--- src/rtl/div_iter_pkg.sv ---
`default_nettype none
// ============================================================================
// Module      : div_iter_pkg
// Description : Shared state encoding and constants for the iterative divider.
// Revision    : 1.0 - initial release
// ============================================================================
package div_iter_pkg;

    localparam int DIV_WIDTH = 32;

    // MIPS leaves the quotient of a divide-by-zero undefined; all-ones is ours
    localparam logic [DIV_WIDTH-1:0] DIV_ZERO_Q = 32'hFFFF_FFFF;

    typedef enum logic [2:0] {
        ST_IDLE = 3'd0,
        ST_PREP = 3'd1,
        ST_RUN  = 3'd2,
        ST_FIX  = 3'd3,
        ST_DONE = 3'd4
    } div_state_e;

endpackage
`default_nettype wire

--- src/rtl/div_negate.sv ---
`default_nettype none
// ============================================================================
// Module      : div_negate
// Description : Conditional two's-complement negate (combinational).
// Revision    : 1.0 - initial release
// ============================================================================
module div_negate #(
    parameter int WIDTH = 32
) (
    input  logic [WIDTH-1:0] i_val,
    input  logic             i_neg,
    output logic [WIDTH-1:0] o_val
);

    // The most negative value maps onto itself, which is exactly the unsigned
    // magnitude the divider needs for it.
    assign o_val = i_neg ? (~i_val + WIDTH'(1)) : i_val;

endmodule
`default_nettype wire

--- src/rtl/div_iter.sv ---
`default_nettype none
// ============================================================================
// Module      : div_iter
// Description : Multi-cycle radix-2 restoring divider for MIPS DIV/DIVU,
//               producing {remainder, quotient} for the HI/LO writeback mux.
// Revision    : 1.0 - initial release
// ============================================================================
module div_iter
    import div_iter_pkg::*;
#(
    parameter int WIDTH = DIV_WIDTH,
    parameter int CNT_W = 6
) (
    input  logic             clk,
    input  logic             resetn,
    input  logic             start,
    input  logic             is_signed,
    input  logic [WIDTH-1:0] dividend,
    input  logic [WIDTH-1:0] divisor,
    input  logic             cancel,
    output logic             busy,
    output logic             result_valid,
    output logic [WIDTH-1:0] quotient,
    output logic [WIDTH-1:0] remainder
);

    div_state_e r_state;
    div_state_e w_next;

    logic                 r_signed;
    logic [WIDTH-1:0]     r_a;
    logic [WIDTH-1:0]     r_b;
    logic [WIDTH-1:0]     r_bmag;
    logic                 r_neg_q;
    logic                 r_neg_r;
    logic [2*WIDTH-1:0]   r_w;
    logic [CNT_W-1:0]     r_cnt;
    logic [WIDTH-1:0]     r_quot;
    logic [WIDTH-1:0]     r_rem;

    logic                 w_neg_a;
    logic                 w_neg_b;
    logic [WIDTH-1:0]     w_amag;
    logic [WIDTH-1:0]     w_bmag;
    logic [WIDTH:0]       w_trial;
    logic                 w_last;
    logic                 w_div0;
    logic                 w_accept;
    logic [WIDTH-1:0]     w_qfix;
    logic [WIDTH-1:0]     w_rfix;

    assign w_neg_a  = r_signed & r_a[WIDTH-1];
    assign w_neg_b  = r_signed & r_b[WIDTH-1];
    assign w_div0   = (r_b == '0);
    assign w_last   = (r_cnt == CNT_W'(WIDTH - 1));
    assign w_accept = start & ~cancel & ((r_state == ST_IDLE) | (r_state == ST_DONE));

    // Upper half of W plus the next dividend bit, against the divisor magnitude
    assign w_trial  = r_w[2*WIDTH-1:WIDTH-1] - {1'b0, r_bmag};

    div_negate #(.WIDTH(WIDTH)) u_neg_dividend (
        .i_val (r_a),
        .i_neg (w_neg_a),
        .o_val (w_amag)
    );

    div_negate #(.WIDTH(WIDTH)) u_neg_divisor (
        .i_val (r_b),
        .i_neg (w_neg_b),
        .o_val (w_bmag)
    );

    div_negate #(.WIDTH(WIDTH)) u_fix_quot (
        .i_val (r_w[WIDTH-1:0]),
        .i_neg (r_neg_q),
        .o_val (w_qfix)
    );

    div_negate #(.WIDTH(WIDTH)) u_fix_rem (
        .i_val (r_w[2*WIDTH-1:WIDTH]),
        .i_neg (r_neg_r),
        .o_val (w_rfix)
    );

    always_ff @(posedge clk or negedge resetn) begin
        if (!resetn) begin
            r_state <= ST_IDLE;
        end else begin
            r_state <= w_next;
        end
    end

    always_comb begin
        w_next = r_state;
        if (cancel) begin
            w_next = ST_IDLE;
        end else begin
            case (r_state)
                ST_IDLE: w_next = start ? ST_PREP : ST_IDLE;
                ST_PREP: w_next = w_div0 ? ST_DONE : ST_RUN;
                ST_RUN:  w_next = w_last ? ST_FIX : ST_RUN;
                ST_FIX:  w_next = ST_DONE;
                ST_DONE: w_next = start ? ST_PREP : ST_IDLE;
                default: w_next = ST_IDLE;
            endcase
        end
    end

    always_ff @(posedge clk or negedge resetn) begin
        if (!resetn) begin
            r_signed <= 1'b0;
            r_a      <= '0;
            r_b      <= '0;
            r_bmag   <= '0;
            r_neg_q  <= 1'b0;
            r_neg_r  <= 1'b0;
            r_w      <= '0;
            r_cnt    <= '0;
            r_quot   <= '0;
            r_rem    <= '0;
        end else begin
            if (w_accept) begin
                r_signed <= is_signed;
                r_a      <= dividend;
                r_b      <= divisor;
            end
            // A flush must leave HI/LO exactly as the last completed divide left them
            if (!cancel) begin
                case (r_state)
                    ST_PREP: begin
                        r_neg_q <= w_neg_a ^ w_neg_b;
                        r_neg_r <= w_neg_a;
                        r_bmag  <= w_bmag;
                        r_w     <= {{WIDTH{1'b0}}, w_amag};
                        r_cnt   <= '0;
                        if (w_div0) begin
                            r_quot <= '1;
                            r_rem  <= r_a;
                        end
                    end
                    ST_RUN: begin
                        if (!w_trial[WIDTH]) begin
                            r_w <= {w_trial[WIDTH-1:0], r_w[WIDTH-2:0], 1'b1};
                        end else begin
                            r_w <= {r_w[2*WIDTH-2:0], 1'b0};
                        end
                        r_cnt <= r_cnt + CNT_W'(1);
                    end
                    ST_FIX: begin
                        r_quot <= w_qfix;
                        r_rem  <= w_rfix;
                    end
                    default: begin
                    end
                endcase
            end
        end
    end

    assign busy         = (r_state == ST_PREP) | (r_state == ST_RUN) | (r_state == ST_FIX);
    assign result_valid = (r_state == ST_DONE) & ~cancel;
    assign quotient     = r_quot;
    assign remainder    = r_rem;

endmodule
`default_nettype wire

--- config.mk ---
export PLATFORM = sky130hd
export DESIGN_NAME = div_iter
export DESIGN_NICKNAME = d
export VERILOG_FILES = /design/src/rtl/div_iter_pkg.sv /design/src/rtl/div_negate.sv /design/src/rtl/div_iter.sv
export SDC_FILE = /design/constraint.sdc
export NUM_CORES = 1
export LEC_CHECK = 0
export CAP_MARGIN = 40
export CORE_UTILIZATION = 36
export CTS_BUF_LIST = sky130_fd_sc_hd__clkbuf_4
export DETAILED_ROUTE_END_ITERATION = 10
export DONT_BUFFER_PORTS = 1
export SLEW_MARGIN = 20
export SYNTH_ARGS = -nofsm -noshare
export SYNTH_HDL_FRONTEND = slang
export SYNTH_SLANG_ARGS = --single-unit
--- constraint.sdc ---
create_clock -name clk -period 3.8 [get_ports clk]
set_clock_uncertainty 0.05 [all_clocks]
set_input_delay 0.38 -clock clk [delete_from_list [all_inputs] [get_ports clk]]
set_output_delay 0.38 -clock clk [all_outputs]
set_load 0.005 [all_outputs]
==> reports/metrics.csv, run 1 <==
stage,metric,value,unit
grt,first-pass GRT wire length,63650,microns
critical_path,Critical Path Source Type,flop,
drt,DRC violations left,0,
place,dpl hpwl,28220,microns
logic_synthesis,YS warnings,0,
logic_synthesis,"count leader, synth",dfrtp_1,
place,GP Congestion,0.8670,
logic_synthesis,synthesized area,14030,sq um
logic_synthesis,Post-Synth Adder-Cell Area,0.03443,
critical_path,R2R depth,14,
critical_path,CP endpoint kind,flop,
logic_synthesis,largest family of logic cells by synthesized area,compound AO/OA/AOI/OAI gates,
critical_path,CP Capture Point,r_w[42]$_DFFE_PN0P_,
run_status,outcome,finished with violations,
sta,setup violators final,0,
logic_synthesis,"Primary FF master, synth",dfrtp_1,
cts,worst-skew pair later-pin latency,0.76,ns
cts,postcts setup bufs,0,
critical_path,kind of critical path,flop to flop,
logic_synthesis,Post-synth EDFFs,0,
logic_synthesis,syn nets,1695,
grt,number of antenna violations at the first check in global routing,3,
logic_synthesis,XOR/XNOR Fraction of Synth Area,0.09053,
critical_path,arrival time worst endpoint,4.10,ns
drt,via count,11670,
final_layout,share of cells above drive strength 1,0.1253,
power,Pwr per Cell Area,614.0,nW/um^2
logic_synthesis,Synth Area in Compound Gates,0.1859,
floorplan,die height,199.4,microns
logic_synthesis,post-synth top area share,0.4210,
critical_path,worst reg2reg path endpoint,r_w[42]$_DFFE_PN0P_,
cts,CTS H-tree depth,3,
grt,All-Layer GR Usage,0.2043,
logic_synthesis,cell count after synthesis,1588,
sta,Max-slew headroom,0.5220,
drt,WL per Instance,17.80,microns
drt,Starting DRT DRC Count,568,
run_status,failing checks,hold timing,
flow_run,max-cap violation count,0,
logic_synthesis,number of synthesized register bits,236,
power,Pleak,0.006943,uW
floorplan,# IOs,135,
logic_synthesis,ys async rst share,1.000,
cts,CTS Hold Bufs,67,
final_layout,final instance area,16200,sq um
logic_synthesis,cell taking the most area after synthesis,dfrtp_1,
cts,CTS Sinks,236,
floorplan,initial core utilization,0.3690,
sta,"Hold Vio Cnt, Final",236,
drt,WL final,39580,microns
drt,antenna-violating nets left,0,
logic_synthesis,Commonest cells post-synth,"dfrtp_1, nand2_1, o21ai_0",
critical_path,Critical Path RT,4.34,ns
power,VDD IR-drop max,0.2021,mV
sta,f_max,281.6,MHz
logic_synthesis,Synth Area in Simple Gates,0.1589,
grt,total gr overflow,0,
grt,largest net degree at the start of global routing,237,
place,Placed Area,14540,sq um
logic_synthesis,top post-synthesis cells by area,"dfrtp_1, o21ai_0, xor2_1",
floorplan,die span in x,199.4,microns
cts,CTS Buffer Depth,3,
sta,Pins Over Slew Limit,0,
critical_path,R2R Setup Slk,0.25,ns
sta,Hold Slack,-0.7235,ns
final_layout,Nets,1761,
sta,final critical-path share of the clock period,0.9346,
cts,Clk Tree Root Cell,clkbuf_4,
cts,CTS Buf Count,72,
final_layout,Fill cells,3818,
drt,average vias per placed instance,5.249,
sta,min cycle time layout,3.551,ns
critical_path,crit path launch,r_w[31]$_DFFE_PN0P_,
logic_synthesis,Mapped Avg Cell Area,8.834,sq um
cts,Clock Pin Slew Worst Setup and Hold Paths,0.07,ns
critical_path,crit-path max FO,26,
logic_synthesis,mux share of post-synthesis cell area,0.06787,
place,PortBufs,0,
critical_path,Critical R2R Launch,r_w[31]$_DFFE_PN0P_,
floorplan,full die area,39760,sq um
floorplan,CORE AREA,38020,sq um
cts,CTS tree,yes,
power,Final Power,9943,uW
drt,First-pass DRT Iterations,4,
grt,vias in the first global route,11710,
floorplan,row count,71,
logic_synthesis,synth unique cells,72,
hold_path,hold crit path type,primary input to asynchronous set/reset pin,
logic_synthesis,register area share after synthesis,0.4210,
sta,worst-margin pin slew,0.7165,ns
final_layout,area delta synth->final,15.45,%
## kinds of logic after synthesis
| logic type | after synthesis |
|---|---|
| simple gates | 484 |
| compound gates | 447 |
| flops | 236 |
| buf+inv | 150 |
| xor+xnor | 145 |
| mux | 88 |
| fa+ha+maj | 38 |
## area by class of cell
type | instances | area [sq um] | area share
clock buffers | 97 | 728.2 | 0.04496
well taps | 511 | 639.4 | 0.03948
diodes | 4 | 10.01 | 0.0006180
flip-flops and latches | 236 | 5906 | 0.3646
multi-input cells | 1202 | 7584 | 0.4682
clock inverters | 31 | 216.5 | 0.01337
inverters | 54 | 202.7 | 0.01252
repair buffers | 88 | 909.6 | 0.05617
## where the power goes
group / leakage, uW / switching, uW / internal [uW]
clock: 0.000552 / 1210 / 1400
sequential: 0.00297 / 882 / 3240
combinational: 0.00342 / 1830 / 1380
total: 0.00694 / 3920 / 6020
## placed cells by master (no fill, tap or decap), types with 5 or more instances in the layout
| master | instances |
|---|---|
| clkbuf_4 | 97 |
| and2_1 | 6 |
| buf_12 | 5 |
| nand2b_1 | 9 |
| o21ai_1 | 5 |
| o21ai_0 | 177 |
| or4_1 | 11 |
| mux2_2 | 57 |
| or2_2 | 5 |
| ha_1 | 37 |
| or3_1 | 15 |
| a31oi_1 | 9 |
| o31ai_1 | 24 |
| xnor2_1 | 61 |
| mux2i_1 | 31 |
| dlygate4sd3_1 | 67 |
| nor2_1 | 142 |
| nand2_1 | 187 |
| a21oi_1 | 145 |
| o22ai_1 | 6 |
| and3_1 | 5 |
| dfrtp_1 | 236 |
| nand3_1 | 25 |
| nand4_1 | 7 |
| nor3_1 | 20 |
| inv_1 | 53 |
| nor2b_1 | 11 |
| nor4_1 | 13 |
| a21o_1 | 18 |
| xor2_1 | 84 |
| clkinv_1 | 20 |
| o41ai_1 | 16 |
| buf_4 | 13 |
| clkinv_2 | 5 |
## timing repair
action,CTS,global route
endpoints found under the setup margin,0,20
endpoints found under the hold margin,313,236
resized for setup,0,2
## flip-flops by register name, indices dropped and copies added, names as in the netlist
signal	count
r_a	32
quotient	32
r_bmag	32
r_signed	1
r_neg_r	1
r_neg_q	1
r_state	3
remainder	32
r_cnt	6
r_b	32
r_w	64
## worst max-delay path, cell delays in order, from the launching register on
cell and delay [ns]:
dfrtp_1 0.35, inv_1 0.08, ha_1 0.21, fa_1 0.41
nor2b_1 0.18, o2111ai_1 0.24, a211oi_2 0.32, nor2_1 0.11
o31ai_4 0.26, o22ai_1 0.19, a211oi_4 0.27, buf_12 0.18
buf_12 0.20, mux2i_1 0.21, o21ai_0 0.08
## through the flow
stage               hold WS, ns  TNS [ns]  instances  utilization  setup WS, ns
floorplan               0.03441         0       1588            -        0.7100
global placement        0.03933         0       2019       0.3807        0.2962
detailed placement      0.03993         0       2023       0.3825        0.1679
CTS                     -0.8108         0       2218       0.4249        0.1159
global route            -0.8176  -0.01826       2223       0.4260      -0.01826
finish                  -0.7235         0       2223       0.4260        0.2486
## per-layer routing
metal,part of all wire,vias to the layer above,global-route usage
li1,-,5758,-
met1,0.48,5564,0.2802
met2,0.44,273,0.3140
met3,0.055,73,0.04371
met4,0.027,0,0.07747
met5,0,-,0
## worst min-delay path by stage
stage	from	end	slack (ns)
final	resetn	quotient[22]$_DFFE_PN0P_	-0.72
after global routing	resetn	quotient[30]$_DFFE_PN0P_	-0.82
after CTS	resetn	r_w[24]$_DFFE_PN0P_	-0.81
after detailed placement	resetn	quotient[10]$_DFFE_PN0P_	0.04
after global placement	resetn	quotient[10]$_DFFE_PN0P_	0.04
after floorplan	resetn	quotient[0]$_DFFE_PN0P_	0.03
Note: power is estimated with default switching activity, not from simulation.
==> run 2, diff against run 1 <==
--- a/config.mk
+++ b/config.mk
@@ -6,7 +6,7 @@
 export NUM_CORES = 1
 export LEC_CHECK = 0
 export CAP_MARGIN = 40
-export CORE_UTILIZATION = 36
+export CORE_UTILIZATION = 49
 export CTS_BUF_LIST = sky130_fd_sc_hd__clkbuf_4
 export DETAILED_ROUTE_END_ITERATION = 10
 export DONT_BUFFER_PORTS = 1
@@ -14,3 +14,4 @@
 export SYNTH_ARGS = -nofsm -noshare
 export SYNTH_HDL_FRONTEND = slang
 export SYNTH_SLANG_ARGS = --single-unit
+export TNS_END_PERCENT = 1
==> reports/metrics.csv, run 2 (synthesis results as in run 1) <==
stage,metric,value,unit,change
sta,"Hold Vio Cnt, Final",236,,unchanged
grt,GRT Max-Usage Layer,met2,,
grt,met1 usage,0.3410,,+0.06080
drt,antenna-violating nets left,0,,unchanged
floorplan,row count,61,,-14%
floorplan,CORE AREA,28010,sq um,-26%
critical_path,arrival time worst endpoint,3.95,ns,-0.15 ns
critical_path,crit-path max cell delay,0.42,ns,about the same
floorplan,initial core utilization,0.5008,,+0.1319
floorplan,die height,171.2,microns,-14%
sta,min cycle time layout,3.461,ns,-0.08999 ns
final_layout,max reg flops,64,,unchanged
final_layout,Largest Register,r_w,,
floorplan,# IOs,135,,unchanged
cts,Clk Tree Root Cell,clkbuf_4,,
drt,DRC violations left,0,,unchanged
critical_path,CP max stage cell,fa_1,,
cts,CTS Buffer Depth,3,,unchanged
sta,setup TNS,0,ns,unchanged
drt,Starting DRT DRC Count,825,,+45%
run_status,failing checks,hold timing,,
final_layout,Nets,1758,,-0.17%
critical_path,CP endpoint kind,flop,,
final_layout,FF+latch area,5906,sq um,unchanged
place,GP Congestion,0.9109,,+5.1%
critical_path,Critical R2R Launch,r_w[31]$_DFFE_PN0P_,,
grt,first-pass GRT wire length,61330,microns,-3.7%
grt,All-Layer GR Usage,0.2684,,+0.06415
sta,final critical-path share of the clock period,0.9109,,-0.02368
final_layout,share of cells above drive strength 1,0.1298,,+0.004478
critical_path,CP Cell Sequence,inv_1 > ha_1 > fa_1 > nor2b_1 > o2111ai_1 > a211oi_2 > nor2_1 > o31ai_2 > o22ai_1 > a211oi_4 > buf_12 > mux2i_1 > o21ai_0,,
drt,average vias per placed instance,5.701,,+8.6%
grt,total gr overflow,0,,unchanged
drt,First-pass DRT Iterations,5,,+1
grt,met3 Usage GRT,0.05016,,+0.006448
critical_path,R2R depth,13,,-1
power,VDD IR-drop max,0.2744,mV,+36%
critical_path,R2R Setup Slk,0.34,ns,+0.09 ns
sta,Hold Slack,-0.6594,ns,+0.06411 ns
grt,vias in the first global route,11440,,-2.3%
cts,worst-skew pair later-pin latency,0.70,ns,-0.06 ns
drt,via count,11870,,+1.7%
floorplan,full die area,29310,sq um,-26%
critical_path,crit path launch,r_w[31]$_DFFE_PN0P_,,
grt,GR Util met2,0.4468,,+0.1328
final_layout,"commonest non-fill, non-tap cell in the layout",dfrtp_1,,
cts,CTS Buf Count,68,,-5.6%
place,PortBufs,0,,unchanged
critical_path,Critical Path Source Type,flop,,
sta,f_max,288.9,MHz,+2.6%
power,Pwr per Cell Area,615.4,nW/um^2,+0.24%
final_layout,"commonest non-fill, non-tap cells in the layout","dfrtp_1, nand2_1, o21ai_0, a21oi_1, nor2_1",,
critical_path,Critical Path RT,4.29,ns,-0.05 ns
sta,setup violators final,0,,unchanged
grt,largest net degree at the start of global routing,237,,unchanged
sta,Pins Over Slew Limit,0,,unchanged
drt,WL final,38680,microns,-2.3%
hold_path,hold crit path type,primary input to asynchronous set/reset pin,,
cts,postcts setup bufs,0,,unchanged
cts,CTS Sinks,236,,unchanged
flow_run,max-cap violation count,0,,unchanged
critical_path,worst reg2reg path endpoint,r_w[38]$_DFFE_PN0P_,,
grt,number of antenna violations at the first check in global routing,1,,-2
final_layout,Fill cells,2551,,-33%
critical_path,crit-path max FO,38,,+46%
final_layout,area delta synth->final,13.65,%,
run_status,outcome,finished with violations,,
power,Pleak,0.006928,uW,-0.22%
critical_path,kind of critical path,flop to flop,,
cts,CTS tree,yes,,
final_layout,utilization after layout,0.5692,,+0.1433
cts,CTS Hold Bufs,67,,unchanged
drt,WL per Instance,18.58,microns,+4.3%
cts,Clock Pin Slew Worst Setup and Hold Paths,0.07,ns,about the same
cts,CTS H-tree depth,3,,unchanged
final_layout,area of the multi-input gates,7575,sq um,-0.12%
sta,RSZ-0062 raised after global routing,false,,
sta,Max-slew headroom,0.5062,,-0.01582
place,dpl hpwl,27540,microns,-2.4%
sta,worst-margin pin slew,0.7407,ns,+0.02414 ns
floorplan,die span in x,171.2,microns,-14%
## run 2: cell count changes in the layout (fill, tap and decap cells not counted), sizes merged, moves of 2 or more
cell,previous run,this run
inv,54,59
clkinv,28,10
bufinv,3,1
diode,4,1
clkbuf,97,105
## run 2: worst max-delay path by stage
stage	to	cells after the start
2_1_floorplan	r_w[61]$_DFFE_PN0P_	14
3_3_place_gp	r_w[63]$_DFFE_PN0P_	13
3_5_place_dp	r_w[63]$_DFFE_PN0P_	13
4_1_cts	r_w[63]$_DFFE_PN0P_	13
5_1_grt	r_w[63]$_DFFE_PN0P_	13
6_report	r_w[38]$_DFFE_PN0P_	13
## run 2: what timing repair did
action                     4_1_cts  5_1_grt
hold endpoints to repair       309      236
setup endpoints to repair        0       10
resized for setup                0        1
## run 2: critical path, delay by kind of cell (launching register included)
kind / cells / cell delay, ns
multiplexers: 1 / 0.21
flip-flops: 1 / 0.35
buffers and inverters: 2 / 0.36
adder cells (fa/ha/maj): 2 / 0.64
AND/OR/NAND/NOR: 2 / 0.31
AO/OA/AOI/OAI: 6 / 1.40
## run 2: metal layers
layer,wire (microns),vias to the layer above,share of wire
met3,1781,82,0.046
met5,0,-,0
met1,17000,5741,0.44
met4,1263,0,0.033
li1,-,5737,-
met2,18630,310,0.48
## run 2: power by group
part           internal, uW  switching, uW  total, uW
Clock                  1330           1120       2450
Sequential             3240            860       4100
Combinational          1380           1880       3260
## run 2: cell type report
type | count | share of cell area
Multi-Input combinational cell | 1202 | 0.4751
Sequential cell | 236 | 0.3704
Timing Repair Buffer | 89 | 0.05619
Clock buffer | 105 | 0.04944
Tap cell | 378 | 0.02966
Inverter | 54 | 0.01271
Clock inverter | 17 | 0.006356
Antenna cell | 1 | 0.0001569
## run 2: stage by stage
step                      setup WS [ns]  cell area (sq um)  instances  hold slack (ns)  total power (uW)
after floorplan                  0.7100              14030       1588          0.03441              6336
after global routing            0.05017              15940       2082          -0.7291             10550
final                            0.3386              15940       2082          -0.6594              9812
after CTS                        0.3200              15910       2079          -0.7409              9874
after detailed placement         0.3002              14350       1890          0.04029              7318
after global placement           0.3541              14290       1887          0.04036              7251
==> run 3, diff against run 2 <==
--- a/config.mk
+++ b/config.mk
@@ -10,6 +10,7 @@
 export CTS_BUF_LIST = sky130_fd_sc_hd__clkbuf_4
 export DETAILED_ROUTE_END_ITERATION = 10
 export DONT_BUFFER_PORTS = 1
+export HOLD_SLACK_MARGIN = 0.15
 export SLEW_MARGIN = 20
 export SYNTH_ARGS = -nofsm -noshare
 export SYNTH_HDL_FRONTEND = slang
==> reports/metrics.csv, run 3 (synthesis results as in run 1) <==
stage,metric,value,unit,change
floorplan,die height,171.2,microns,unchanged
hold_path,hold crit path type,primary input to asynchronous set/reset pin,,
place,GP Congestion,0.9109,,unchanged
critical_path,crit-path max FO,38,,unchanged
cts,CTS Hold Bufs,67,,unchanged
final_layout,Largest Register,r_w,,
critical_path,arrival time worst endpoint,3.97,ns,+0.02 ns
final_layout,share of cells above drive strength 1,0.1298,,unchanged
sta,min cycle time layout,3.443,ns,-0.01821 ns
cts,postcts setup bufs,0,,unchanged
place,dpl hpwl,27540,microns,unchanged
floorplan,# IOs,135,,unchanged
grt,first-pass GRT wire length,61280,microns,about the same
grt,number of antenna violations at the first check in global routing,1,,unchanged
critical_path,Critical Path RT,4.33,ns,+0.04 ns
drt,First-pass DRT Iterations,5,,unchanged
power,Pwr per Cell Area,615.4,nW/um^2,about the same
final_layout,area delta synth->final,13.65,%,unchanged
sta,RSZ-0062 raised after global routing,false,,
final_layout,utilization after layout,0.5692,,unchanged
drt,Starting DRT DRC Count,823,,-0.24%
floorplan,full die area,29310,sq um,unchanged
sta,setup TNS,0,ns,unchanged
grt,All-Layer GR Usage,0.2682,,about the same
place,PortBufs,0,,unchanged
final_layout,"commonest non-fill, non-tap cell in the layout",dfrtp_1,,
power,VDD IR-drop max,0.2744,mV,about the same
cts,CTS Buf Count,68,,unchanged
cts,Clock Pin Slew Worst Setup and Hold Paths,0.07,ns,about the same
cts,CTS Buffer Depth,3,,unchanged
floorplan,CORE AREA,28010,sq um,unchanged
run_status,failing checks,hold timing,,
sta,f_max,290.4,MHz,+0.53%
critical_path,CP endpoint kind,flop,,
cts,Clk Tree Root Cell,clkbuf_4,,
sta,Pins Over Slew Limit,0,,unchanged
sta,"Hold Vio Cnt, Final",236,,unchanged
drt,antenna-violating nets left,0,,unchanged
sta,final critical-path share of the clock period,0.9061,,-0.004791
floorplan,row count,61,,unchanged
cts,worst-skew pair later-pin latency,0.70,ns,about the same
cts,CTS H-tree depth,3,,unchanged
floorplan,die span in x,171.2,microns,unchanged
critical_path,Critical Path Source Type,flop,,
final_layout,"commonest non-fill, non-tap cells in the layout","dfrtp_1, nand2_1, o21ai_0, a21oi_1, nor2_1",,
sta,Max-slew headroom,0.5098,,+0.003620
drt,WL final,38630,microns,-0.12%
run_status,outcome,finished with violations,,
flow_run,max-cap violation count,0,,unchanged
drt,DRC violations left,0,,unchanged
sta,setup violators final,0,,unchanged
sta,worst-margin pin slew,0.7352,ns,-0.005430 ns
drt,via count,11840,,-0.27%
drt,WL per Instance,18.55,microns,-0.12%
grt,total gr overflow,0,,unchanged
power,Pleak,0.006928,uW,unchanged
grt,largest net degree at the start of global routing,237,,unchanged
sta,Hold Slack,-0.6560,ns,+0.003361 ns
grt,vias in the first global route,11430,,-0.096%
critical_path,kind of critical path,flop to flop,,
final_layout,Nets,1758,,unchanged
floorplan,initial core utilization,0.5008,,unchanged
cts,CTS tree,yes,,
cts,CTS Sinks,236,,unchanged
drt,average vias per placed instance,5.686,,-0.27%
final_layout,max reg flops,64,,unchanged
-- run 3: cell counts in the layout (fill, tap and decap cells not counted) --
Identical to the previous run, type by type.
-- run 3: timing repair --
item,4_1_cts,5_1_grt
endpoints found under the hold margin,320,236
resized for setup,0,1
endpoints found under the setup margin,0,10
-- run 3: final cells by class --
class                           instances  area, sq um
Sequential cell                       236         5906
Timing Repair Buffer                   89        895.9
Fill cell                            2551        12070
Clock inverter                         17        101.3
Multi-Input combinational cell       1202         7575
Tap cell                              378        473.0
Antenna cell                            1        2.502
Inverter                               54        202.7
Clock buffer                          105        788.3
-- run 3: path summary, 6_finish.rpt --
path | to | start | slack, ns | cells after the start
hold / removal | remainder[0]$_DFFE_PN0P_ | resetn | -0.66 | 0
hold reg to reg | r_bmag[10]$_DFFE_PN0P_ | r_bmag[10]$_DFFE_PN0P_ | 0.43 | 2
max in group asynchronous | r_w[2]$_DFFE_PN0P_ | resetn | 4.10 | 0
setup reg to reg | r_w[63]$_DFFE_PN0P_ | r_w[31]$_DFFE_PN0P_ | 0.36 | 13
setup / recovery | r_w[63]$_DFFE_PN0P_ | r_w[31]$_DFFE_PN0P_ | 0.36 | 13
min in group clk | r_b[1]$_DFFE_PN0P_ | cancel | 0.24 | 3
-- run 3: critical path, cell delays in order, from the launching register on --
cell,delay (ns)
dfrtp_1,0.35
inv_1,0.08
ha_1,0.22
fa_1,0.42
nor2b_1,0.19
o2111ai_1,0.21
a211oi_2,0.31
nor2_1,0.11
o31ai_2,0.28
o22ai_1,0.20
a211oi_4,0.27
buf_12,0.28
nor4b_1,0.25
o21ai_0,0.12
-- run 3: metal layers --
layer,GRT usage,vias to the layer above,share of wire
met5,0,-,0
met4,0.1137,0,0.032
met3,0.05016,80,0.051
met2,0.4468,325,0.48
met1,0.3410,5700,0.44
li1,-,5733,-
-- run 3: power breakdown --
group	internal, uW	leakage, uW	total, uW	switching (uW)
clock network	1330	0.000539	2450	1120
registers	3240	0.00297	4100	863
logic	1380	0.00342	3260	1870
total	5960	0.00693	9810	3860
-- run 3: through the flow --
step                      cells  setup WS [ns]  cell area [sq um]  hold WS (ns)  power [uW]
after floorplan            1588         0.7100              14030       0.03441        6336
after global placement     1887         0.3541              14290       0.04036        7251
after detailed placement   1890         0.3002              14350       0.04029        7318
after CTS                  2079         0.3200              15910       -0.7409        9874
after global routing       2082        0.05017              15940       -0.7291       10550
final                      2082         0.3568              15940       -0.6560        9813
